==> config.mk <==
export PLATFORM = sky130hd
export DESIGN_NAME = onehot_arb_mux
export DESIGN_NICKNAME = d
export VERILOG_FILES = /design/src/rtl/onehot_mux_pkg.sv /design/src/rtl/onehot_rr_arb.sv /design/src/rtl/onehot_arb_mux.sv
export SDC_FILE = /design/constraint.sdc
export NUM_CORES = 1
export LEC_CHECK = 0
export BUFFER_PORTS_ARGS = -buffer_cell sky130_fd_sc_hd__buf_2
export CAP_MARGIN = 10
export CORE_AREA = 2 2 48 50
export CTS_CLUSTER_DIAMETER = 40
export DETAILED_ROUTE_END_ITERATION = 12
export DIE_AREA = 0 0 50 52
export GPL_ROUTABILITY_DRIVEN = 0
export HOLD_SLACK_MARGIN = 0.06
export PLACE_DENSITY = 0.76
export SLEW_MARGIN = 20
export SYNTH_ARGS = -nofsm -noshare
export SYNTH_HDL_FRONTEND = slang
export SYNTH_SLANG_ARGS = --single-unit
==> constraint.sdc <==
create_clock -name clk -period 2.3 [get_ports clk]
set_clock_uncertainty 0.2 [all_clocks]
set_input_delay 0.46 -clock clk [delete_from_list [all_inputs] [get_ports clk]]
set_output_delay 0.46 -clock clk [all_outputs]
set_load 0.1 [all_outputs]
==> src/rtl/onehot_mux_pkg.sv <==
// Shared constants and helpers for the one-hot arbitrated multiplexer.
// Arbitration-mode encodings and a one-hot to index converter.
package onehot_mux_pkg;

    localparam int MODE_FIXED   = 0;
    localparam int MODE_RR      = 1;
    localparam int ONEHOT_MAX_W = 64;

    // ORing the indices of set bits gives the index directly for a one-hot vector.
    function automatic logic [31:0] onehot_index(input logic [ONEHOT_MAX_W-1:0] vec);
        logic [31:0] idx;
        idx = 32'd0;
        for (int k = 0; k < ONEHOT_MAX_W; k++) begin
            idx = vec[k] ? (idx | 32'(k)) : idx;
        end
        return idx;
    endfunction

endpackage

==> src/rtl/onehot_rr_arb.sv <==
// One-hot arbiter: fixed lowest-index priority, or round-robin from a pointer
// implemented as a masked pass (channels >= ptr) falling back to an unmasked pass.
module onehot_rr_arb
    import onehot_mux_pkg::*;
#(
    parameter int NUM_CH = 4,
    parameter int MODE   = MODE_RR,
    localparam int PTR_W = $clog2(NUM_CH)
) (
    input  logic              i_en,
    input  logic [NUM_CH-1:0] i_req,
    input  logic [PTR_W-1:0]  i_ptr,
    output logic [NUM_CH-1:0] o_gnt
);

    logic [NUM_CH-1:0] w_mask;
    logic [NUM_CH-1:0] w_req_hi;
    logic [NUM_CH-1:0] w_first_hi;
    logic [NUM_CH-1:0] w_first_all;
    logic [NUM_CH-1:0] w_pick;

    localparam logic [NUM_CH-1:0] ONE = {{(NUM_CH-1){1'b0}}, 1'b1};

    // Thermometer mask selecting channels at or above the pointer.
    always_comb begin
        w_mask = {NUM_CH{1'b0}};
        for (int k = 0; k < NUM_CH; k++) begin
            w_mask[k] = (32'(k) >= 32'(i_ptr));
        end
    end

    assign w_req_hi    = i_req & w_mask;
    assign w_first_hi  = w_req_hi & (~w_req_hi + ONE);
    assign w_first_all = i_req & (~i_req + ONE);

    // Pick the winner per mode and gate it with the enable.
    always_comb begin
        w_pick = {NUM_CH{1'b0}};
        o_gnt  = {NUM_CH{1'b0}};
        if ((MODE == MODE_RR) && (|w_req_hi)) begin
            w_pick = w_first_hi;
        end else begin
            w_pick = w_first_all;
        end
        if (i_en) begin
            o_gnt = w_pick;
        end else begin
            o_gnt = {NUM_CH{1'b0}};
        end
    end

endmodule

==> src/rtl/onehot_arb_mux.sv <==
// N-channel one-hot arbitrated multiplexer with a registered valid/ready stage.
// NUM_CH must be in 2..64 (limited by onehot_index).
module onehot_arb_mux
    import onehot_mux_pkg::*;
#(
    parameter int NUM_CH = 4,
    parameter int DATA_W = 8,
    parameter int MODE   = MODE_RR,
    localparam int CH_W  = $clog2(NUM_CH)
) (
    input  logic                     clk,
    input  logic                     reset_n,
    input  logic [NUM_CH-1:0]        req_i,
    input  logic [NUM_CH*DATA_W-1:0] data_i,
    output logic [NUM_CH-1:0]        gnt_o,
    output logic                     y_valid_o,
    output logic [DATA_W-1:0]        y_data_o,
    output logic [CH_W-1:0]          y_ch_o,
    input  logic                     y_ready_i
);

    logic              w_accept;
    logic              w_en;
    logic [NUM_CH-1:0] w_gnt;
    logic [DATA_W-1:0] w_sel_data;
    logic [CH_W-1:0]   w_gnt_idx;
    logic [CH_W-1:0]   w_ptr_next;

    logic [CH_W-1:0]   r_ptr;
    logic              r_valid;
    logic [DATA_W-1:0] r_data;
    logic [CH_W-1:0]   r_ch;

    // Grants are suppressed while reset is held so no word is taken mid-reset.
    assign w_accept = (|req_i) && (!r_valid || y_ready_i);
    assign w_en     = w_accept && reset_n;

    onehot_rr_arb #(
        .NUM_CH (NUM_CH),
        .MODE   (MODE)
    ) u_arb (
        .i_en  (w_en),
        .i_req (req_i),
        .i_ptr (r_ptr),
        .o_gnt (w_gnt)
    );

    // AND-OR selection tree driven by the one-hot grant.
    always_comb begin
        w_sel_data = {DATA_W{1'b0}};
        for (int k = 0; k < NUM_CH; k++) begin
            w_sel_data = w_sel_data | (data_i[k*DATA_W +: DATA_W] & {DATA_W{w_gnt[k]}});
        end
    end

    assign w_gnt_idx  = CH_W'(onehot_index(ONEHOT_MAX_W'(w_gnt)));
    assign w_ptr_next = (32'(w_gnt_idx) == 32'(NUM_CH - 1)) ? {CH_W{1'b0}}
                                                            : (w_gnt_idx + CH_W'(1));

    // Round-robin pointer moves just past the accepted channel.
    always_ff @(posedge clk) begin
        if (!reset_n) begin
            r_ptr <= {CH_W{1'b0}};
        end else if (w_en && (MODE == MODE_RR)) begin
            r_ptr <= w_ptr_next;
        end else begin
            r_ptr <= r_ptr;
        end
    end

    // Output register: fill on accept, drain on ready, otherwise hold.
    always_ff @(posedge clk) begin
        if (!reset_n) begin
            r_valid <= 1'b0;
            r_data  <= {DATA_W{1'b0}};
            r_ch    <= {CH_W{1'b0}};
        end else if (w_en) begin
            r_valid <= 1'b1;
            r_data  <= w_sel_data;
            r_ch    <= w_gnt_idx;
        end else if (y_ready_i) begin
            r_valid <= 1'b0;
            r_data  <= r_data;
            r_ch    <= r_ch;
        end else begin
            r_valid <= r_valid;
            r_data  <= r_data;
            r_ch    <= r_ch;
        end
    end

    assign gnt_o     = w_gnt;
    assign y_valid_o = r_valid;
    assign y_data_o  = r_data;
    assign y_ch_o    = r_ch;

endmodule

==> impl_metrics.toml <==
[sta]
maxSlewHeadroom_pct = 67.04
worst_pin_slew_ps = 497.9
tns_ps = 0
final_hold_viol_count = 0
timing.final.crit_share_pct = 96.85
hold_slack_ps = 232.6
drv_slew = 0
finalSetupViolCount = 0
max_clock_freq_mhz = 448.9
period_needed_ps = 2228

[grt]
grt_pass1_vias = 993
track_usage_pct = 20.74
antenna_found_initial = 0
grt_overflow = 0
grt_pass1_wl_um = 4174
grt_max_degree = 16

[worst_setup_path]
cp.required_ps = 1640
cp_slowest_cell = "buf_12"
cp_max_fo = 5
cp.arrival_ps = 1570
critical_path_class = "in -> out"
slowest_delay_ps = 170
cp_cell_sequence = "buf_2 > buf_4 > nor2b_1 > o21bai_1 > nand3_1 > nand2_2 > clkinvlp_4 > buf_12"
end_kind = "output port"
worstSetupStartpointType = "input pin"

[synthesis]
synthesis.nets = 142
yosysSeqAreaShare_pct = 31.76
syn_area_um2 = 819.5
synthCells = 103
yosysTopAreaCell = "dfxtp_1"
syn_area_per_cell_um2 = 7.957
yosys.area_share.adder_pct = 0
synthArstFlopShare_pct = 0
synth_simple_gate_area_share_pct = 26.56
synth_area_leaders = "dfxtp_1, a221oi_1, a21oi_1"
muxShareOfSynthArea_pct = 0
synthFlopType = "dfxtp_1"
synth-edff-count = 0
synth-xor-area-share_pct = 0
synth.top_cell.area_share_pct = 31.76
synth_compound_area_share_pct = 33.89
ys_seq_elements = 13
synth_top_family_by_area = "compound AO/OA/AOI/OAI gates"
ys_types = 30
ys_warn_count = 0

[clock_tree]
clk_pin_slew_ps = 80
cts_buffers = 3
cts-root-buf = "clkbuf_4"
htreeDepth = 1
clkLatencyLatePin_ps = 270
cts.path.max_buffers = 2
cts_tree = "done"
cts.sinks = 13

[route]
num_vias = 1018
routedWlPerCell_um = 13.47
drt_iter0_drc = 22
vias_per_cell = 5.358
drc = 0
ant_nets = 0
firstDrtPassIters = 4
wl_um = 2560

[place]
dp.cells = 184
dp_hpwl_um = 1891
place_area_um2 = 1221
portBuffers = 53

[power_and_ir_drop]
peakVddDrop_uv = 489.6
pwr-share-comb_pct = 50.9
intPower_mw = 0.4442
power_switching_mw = 0.4162
power.density_nw_per_um2 = 680.2
p_seq_share_pct = 32.1
swShare_pct = 48.37
power_frac_clock_pct = 17.0
leakage_nw = 0.5835
p_total_mw = 0.8604

[layout]
stdcell_count = 190
drive_above_1_share_pct = 49.38
fin_area_um2 = 1265
layout_commonest_cell = "buf_2"
diodes = 0
syn_to_final_growth_pct = 54.35
fillCellCount = 208
layout_common_cells = "buf_2, nand2_1, a21oi_1, nand3_1, buf_4"
final_nets = 202

[run]
maxCapViolations = 0

[die]
initial_core_util_pct = 38.92
pin_count = 54
die_h_um = 52
rows = 17
core_area_um2 = 2106
die_w_um = 50
die_area_um2 = 2600

[run_status]
status = "complete, no violations"

[worst_hold_path]
min_path_type = "in -> reg"
## repair_timing
action                                  CTS  global route
resized for setup                         0             2
buffers inserted                          1             1
pin swaps                                 1             3
endpoints found under the setup margin    1             3
cloned                                    0             0
hold buffers                              0             0
## metal layers
layer / up-vias / share of wire (%) / wire (um) / GRT usage [%]
li1: 501 / - / - / -
met1: 483 / 39 / 1011 / 24.47
met2: 32 / 54 / 1393 / 36.62
met3: 2 / 5.4 / 139 / 4.023
met4: 0 / 0.55 / 14 / 8.333
met5: - / 0 / 0 / 0
## final cells by class
type / count / area, um^2 / share of cell area (%)
multi-input combinational: 79 / 520.5 / 41.15
timing repair buffer: 64 / 407.9 / 32.25
sequential: 13 / 264.0 / 20.87
tap: 28 / 35.03 / 2.770
clock buffer: 4 / 26.28 / 2.077
inverter: 2 / 11.26 / 0.8902
## through the flow
stage / setup slack (ps) / utilization (%)
floorplan: 9.846 / -
global placement: -76.18 / 57.99
detailed placement: -139.1 / 57.99
CTS: 56.61 / 59.60
global route: -2.940 / 60.07
finish: 72.46 / 60.07
## power groups by stage
stage          Sequential, mW  Clock, mW  Combinational (mW)
4_1_cts                 0.275      0.147               0.437
3_3_place_gp            0.279          0               0.429
6_report                0.276      0.146               0.438
2_1_floorplan           0.456          0               0.151
5_1_grt                 0.281      0.160               0.462
3_5_place_dp            0.280          0               0.434
## cells by family (layout without fill, tap and decap cells)
kind of cell    count (synthesis)  count (layout)
compound gates                 40              40
buf+inv                        11              70
flops                          13              13
simple gates                   39              39
## cell usage after synthesis, types with 2 or more instances
master,instances
a21oi_1,13
clkbuf_1,3
a221oi_1,8
o21bai_1,2
nand2_1,13
a31oi_1,8
buf_2,3
and2_1,2
inv_1,2
nor2_1,3
dfxtp_1,13
nor2b_1,2
buf_6,2
nand3_1,11
nand2b_1,2
o21ai_0,2
## sequential cells by signal, summed over array words and instances (netlist names)
register and count:
y_data_o 8, r_ptr 2, y_valid_o 1, y_ch_o 2
## critical path, delay by kind of cell
kind | cells | cell delay, ps
buffers and inverters | 4 | 560
and+or+nand+nor | 3 | 380
AOI/OAI and AO/OA | 1 | 160
## path summary, 6_finish.rpt
kind,slack [ps],to,start,cells after the start
setup / recovery,70,gnt_o[2],req_i[0],8
hold / removal,230,y_data_o[1]$_SDFFE_PN0N_,data_i[17],3
setup reg to reg,590,y_data_o[6]$_SDFFE_PN0N_,r_ptr[1]$_SDFFE_PN0N_,5
hold reg to reg,250,y_ch_o[0]$_SDFFE_PN0N_,y_ch_o[0]$_SDFFE_PN0N_,2
Power figures use the tool's default switching activity.
